[config.mk]
export PLATFORM = sky130hd
export DESIGN_NAME = regfile_multi
export DESIGN_NICKNAME = d
export VERILOG_FILES = /design/src/rtl/regfile_pkg.sv /design/src/rtl/regfile_clr_fsm.sv /design/src/rtl/regfile_multi.sv
export SDC_FILE = /design/constraint.sdc
export NUM_CORES = 2
export LEC_CHECK = 0
export CORE_UTILIZATION = 50
export DETAILED_ROUTE_END_ITERATION = 16
export HOLD_SLACK_MARGIN = 0.02
export PLACE_DENSITY = 0.76
export RECOVER_POWER = 100
export SYNTH_ARGS = -nofsm -noshare
export SYNTH_HDL_FRONTEND = slang
export SYNTH_SLANG_ARGS = --single-unit
export TNS_END_PERCENT = 100
[constraint.sdc]
create_clock -name clk -period 2.9 [get_ports clk]
set_input_delay 0.435 -clock clk [delete_from_list [all_inputs] [get_ports clk]]
set_output_delay 0.435 -clock clk [all_outputs]
set_load 0.1 [all_outputs]
[src/rtl/regfile_pkg.sv]
// regfile_pkg: shared state enum, depth computation and packed-port slice helper for regfile_multi.
package regfile_pkg;
  typedef enum logic {IDLE, CLEAR} clr_state_e;
  localparam int ADDR_W_DEF = 5;
  localparam int DEPTH = 2**ADDR_W_DEF;
  localparam int SLICE_MAX = 256;
  function automatic int depth_of(input int aw);
    return 2**aw;
  endfunction
  // Field k of width w from a packed vector; callers zero-extend to SLICE_MAX and truncate the result.
  function automatic logic [63:0] port_slice(input logic [SLICE_MAX-1:0] vec, input int w, input int k);
    return 64'(vec >> (k*w)) & ((64'd1 << w) - 64'd1);
  endfunction
endpackage

[src/rtl/regfile_clr_fsm.sv]
// regfile_clr_fsm: sequenced bulk-clear engine with busy/done handshake and sticky dropped-write flag.
module regfile_clr_fsm
  import regfile_pkg::*;
#(
  parameter int ADDR_W = 5
) (
  input  logic              clk,
  input  logic              reset,
  input  logic              clr_req,
  input  logic              write,
  output logic              clr_busy,
  output logic              clr_done,
  output logic              wr_drop,
  output logic              clr_en,
  output logic [ADDR_W-1:0] clr_addr
);
  clr_state_e state, next;
  logic [ADDR_W-1:0] cnt;
  logic last, start;
  assign clr_busy = state == CLEAR;
  assign last = cnt == '1;
  assign start = !clr_busy && clr_req;
  assign clr_en = clr_busy;
  assign clr_addr = cnt;
  always_comb begin
    next = state;
    next = clr_busy ? (last ? IDLE : CLEAR) : (clr_req ? CLEAR : IDLE);
  end
  always_ff @(posedge clk or negedge reset) begin
    if (!reset) begin
      state <= IDLE;
      cnt <= '0;
      clr_done <= 1'b0;
      wr_drop <= 1'b0;
    end else begin
      state <= next;
      cnt <= !clr_busy ? '0 : (last ? cnt : cnt + 1'b1);
      clr_done <= clr_busy && last;
      // A write on the accepting edge is dropped too, so setting wins over clearing.
      wr_drop <= (write && (clr_busy || clr_req)) ? 1'b1 : (start ? 1'b0 : wr_drop);
    end
  end
endmodule

[src/rtl/regfile_multi.sv]
// regfile_multi: multi-read-port register file with hardwired zero register and bulk clear.
// Define REGFILE_BYPASS_EN for same-cycle write-to-read bypass.
module regfile_multi
  import regfile_pkg::*;
#(
  parameter int DATA_W   = 32,
  parameter int ADDR_W   = 5,
  parameter int NUM_RD   = 2,
  parameter int ZERO_REG = 1
) (
  input  logic                     clk,
  input  logic                     reset,
  input  logic [NUM_RD*ADDR_W-1:0] rn,
  output logic [NUM_RD*DATA_W-1:0] rd,
  input  logic [ADDR_W-1:0]        wn,
  input  logic [DATA_W-1:0]        wd,
  input  logic                     write,
  input  logic                     clr_req,
  output logic                     clr_busy,
  output logic                     clr_done,
  output logic                     wr_drop
);
  localparam int DEPTH_L = depth_of(ADDR_W);
  logic [DATA_W-1:0] regs [DEPTH_L];
  logic clr_en, wr_ok, wz;
  logic [ADDR_W-1:0] clr_addr;
  regfile_clr_fsm #(.ADDR_W(ADDR_W)) u_fsm (
    .clk(clk), .reset(reset), .clr_req(clr_req), .write(write),
    .clr_busy(clr_busy), .clr_done(clr_done), .wr_drop(wr_drop),
    .clr_en(clr_en), .clr_addr(clr_addr)
  );
  assign wz = (ZERO_REG != 0) && (wn == '0);
  assign wr_ok = write && !clr_busy && !clr_req && !wz;
  always_ff @(posedge clk or negedge reset) begin
    if (!reset) begin
      for (int i = 0; i < DEPTH_L; i++) regs[i] <= '0;
    end else if (clr_en) begin
      regs[clr_addr] <= '0;
    end else if (wr_ok) begin
      regs[wn] <= wd;
    end
  end
  for (genvar k = 0; k < NUM_RD; k++) begin : g_rd
    logic [ADDR_W-1:0] ra;
    logic [DATA_W-1:0] q;
    assign ra = ADDR_W'(port_slice(SLICE_MAX'(rn), ADDR_W, k));
    assign q = ((ZERO_REG != 0) && ra == '0) ? '0 : regs[ra];
`ifdef REGFILE_BYPASS_EN
    assign rd[k*DATA_W +: DATA_W] = (write && !clr_busy && wn == ra && !wz) ? wd : q;
`else
    assign rd[k*DATA_W +: DATA_W] = q;
`endif
  end
endmodule

==> out/qor.yml <==
status: "finished with violations"
violations: "max-capacitance violations, max-slew violations, negative setup slack"
final.period_utilization: 1.03
fin_worst_skew_ns: 0.0291
syn2layout_area_growth_pct: 23.7
clock-sinks: 1032
leakagePower_nw: 29.5
finalSetupViolations: 70
powerDensity_nw_per_um2: 663
drt_iter0_drc: 7510
clk_pin_slew_ns: 0.06
synth_top_flop_cell: "dfrtp_1"
hold_class: "in2reg"
cts_tree: "done"
core_area_um2: 108000
grt_max_degree: 108
gp_routability_congestion: 0.968
synth_cell_types: 46
num_rows: 120
yosys_warnings: 0
drcViolationCount: 0
vias_per_cell: 7.62
cts_max_path_buffers: 3
criticalPathCategory: "in2out"
hold_ws_ns: 0.472
crit_path_start_kind: "input port"
tightest_slew_ns: 2.01
critPathMaxFanout: 28
required_ns: 2.47
vias: 47100
numPortBuffers: 117
drtAntennaViolNets: 0
final_area_um2: 67400
syn-cell-area_um2: 54500
die_w_um: 332
syn_inst: 4414
pin_count: 118
antenna_found_initial: 2
fin_ws_ns: -0.0963
async_reset_ff_frac: 1.00
clk_latency_ns: 0.74
fin_crit_ns: 3.00
drive_above_1_share: 0.339
slew_violations: 80
setup_tns_ns: -2.60
placed_area_um2: 63200
die_area_um2: 110000
firstDrtPassIters: 7
grt_pass1_vias: 47700
dpl.hpwl_mm: 135
die_h_um: 332
nets: 4737
wl_mm: 217
cts_root_buf: "clkbuf_16"
reg2regPathDepth: 6
overflow: 0
wl_per_cell_um: 35.2
synth-seq-cells: 1032
avgSynthCellArea_um2: 12.3
maxSlewHeadroom: -0.341
start_util: 0.507
h-tree-depth: 3
syn-num-nets: 4470
drv_cap: 2
peakVddDrop_v: 0.000538
hold_depth: 4
finalHoldViolCount: 0
synth_edf_count: 0
rsz0062_at_grt: "yes"
grt_pass1_wl_mm: 319
worst_setup_path_end_kind: "primary output"
grtUsageTotal: 0.390
synth_seq_area_share: 0.474
numCtsBuffers: 107
arrival_ns: 2.56
fmax_mhz: 334
per-layer routing:
metal  wire (um)  track usage
met1       72100        0.475
met2       95100        0.573
met3       32200        0.146
met4       18100        0.278
met5          19            0
registers in the layout, indices dropped and copies added, names as in the netlist:
name / flops
regs: 1024
u_fsm.clr_addr: 5
u_fsm.clr_busy: 1
u_fsm.clr_done: 1
u_fsm.wr_drop: 1
through the flow:
step / total power, W / utilization / setup slack, ns / std cells
6_report: 0.0446 / 0.627 / -0.0963 / 6179
2_1_floorplan: 0.0240 / - / -0.0145 / 4414
4_1_cts: 0.0444 / 0.628 / -0.00864 / 6153
3_3_place_gp: 0.0287 / 0.587 / -0.142 / 5949
5_1_grt: 0.0457 / 0.627 / -0.0984 / 6178
3_5_place_dp: 0.0291 / 0.587 / -0.148 / 5949
where the power goes:
group,internal [W],switching (W),leakage (nW)
Combinational,0.00448,0.00687,13.6
Clock,0.00904,0.00628,1.90
Sequential,0.0163,0.00168,14.0
cell families (layout without fill, tap and decap cells):
family	after synthesis	after routing	synth area share
flip-flops	1032	1032	0.474
multiplexers	644	644	0.223
adder cells (fa/ha/maj)	5	5	0.00115
XOR/XNOR	3	3	0.000483
other	0	2	0
AO/OA/AOI/OAI	1318	1318	0.185
AND/OR/NAND/NOR	868	868	0.0744
buffers and inverters	544	904	0.0416
Yosys cell counts (all sizes together), types with 2 or more instances:
cell,n,area share
xnor2,3,0.00048
nor3b,2,0.00028
a21oi,8,0.0010
a31oi,13,0.0017
nand2b,6,0.00069
o2111ai,17,0.0027
clkbuf,354,0.024
nand3,72,0.0066
a221oi,47,0.0076
or3,3,0.00034
ha,5,0.0011
or3b,6,0.00097
mux4,448,0.19
o21ai,335,0.031
a311oi,64,0.010
inv,8,0.00055
dfrtp,1032,0.47
a22oi,64,0.0088
buf,182,0.017
nand3b,2,0.00028
or2,3,0.00034
mux2,65,0.013
nand2,615,0.042
nor2,7,0.00048
mux2i,131,0.024
or4,2,0.00028
a22o,704,0.11
and2,40,0.0046
nor3,19,0.0032
nor4,11,0.0043
nor2b,75,0.0086
a211oi,64,0.0088
cell usage in the layout, fill, tap and decap left out, drive strengths merged, types with 2 or more instances in the layout:
cell and count:
a211oi 64, a21oi 8, a221oi 47, a22o 704, a22oi 64, a311oi 64
a31oi 13, and2 40, buf 563, bufinv 18, clkbuf 232, clkdlybuf4s50 39
clkinv 32, clkinvlp 9, dfrtp 1032, diode 2, ha 5, inv 9
mux2 65, mux2i 131, mux4 448, nand2 615, nand2b 6, nand3 72
nand3b 2, nor2 7, nor2b 75, nor3 19, nor3b 2, nor4 11
o2111ai 17, o21ai 335, or2 3, or3 3, or3b 6, or4 2
xnor2 3
timing repair:
item / CTS / global route
hold buffers: 1 / 0
setup endpoints to repair: 60 / 63
cloned: 1 / 0
pin swaps: 19 / 57
gates resized for setup: 153 / 135
hold endpoints to repair: 34 / 0
buffers inserted: 13 / 36
cell type report:
type                       instances  area [um^2]
multi-input combinational       2838        28700
fill                            7599        40100
tap                             1403         1760
antenna                            2         5.00
clock inverter                    60          830
clock buffer                     142         3060
timing repair buffer             694         7180
inverter                           8         32.5
sequential                      1032        25800
critical path, stage by stage:
cell	delay, ns
buf_2	0.19
buf_12	0.23
nor2_2	0.43
buf_4	0.24
a22oi_1	0.13
a311oi_4	0.64
buf_12	0.26
path summary, 6_finish.rpt:
check	from	end	slack, ns
min in group asynchronous	reset	regs[426]	0.85
max in group asynchronous	reset	regs[569]	0.26
setup reg to reg	u_fsm.clr_busy	regs[773]	-0.08
setup / recovery	rn[8]	rd[47]	-0.1
hold reg to reg	regs[997]	regs[997]	0.52
hold / removal	clr_req	u_fsm.clr_busy	0.47
Note: power is estimated with default switching activity, not from simulation.
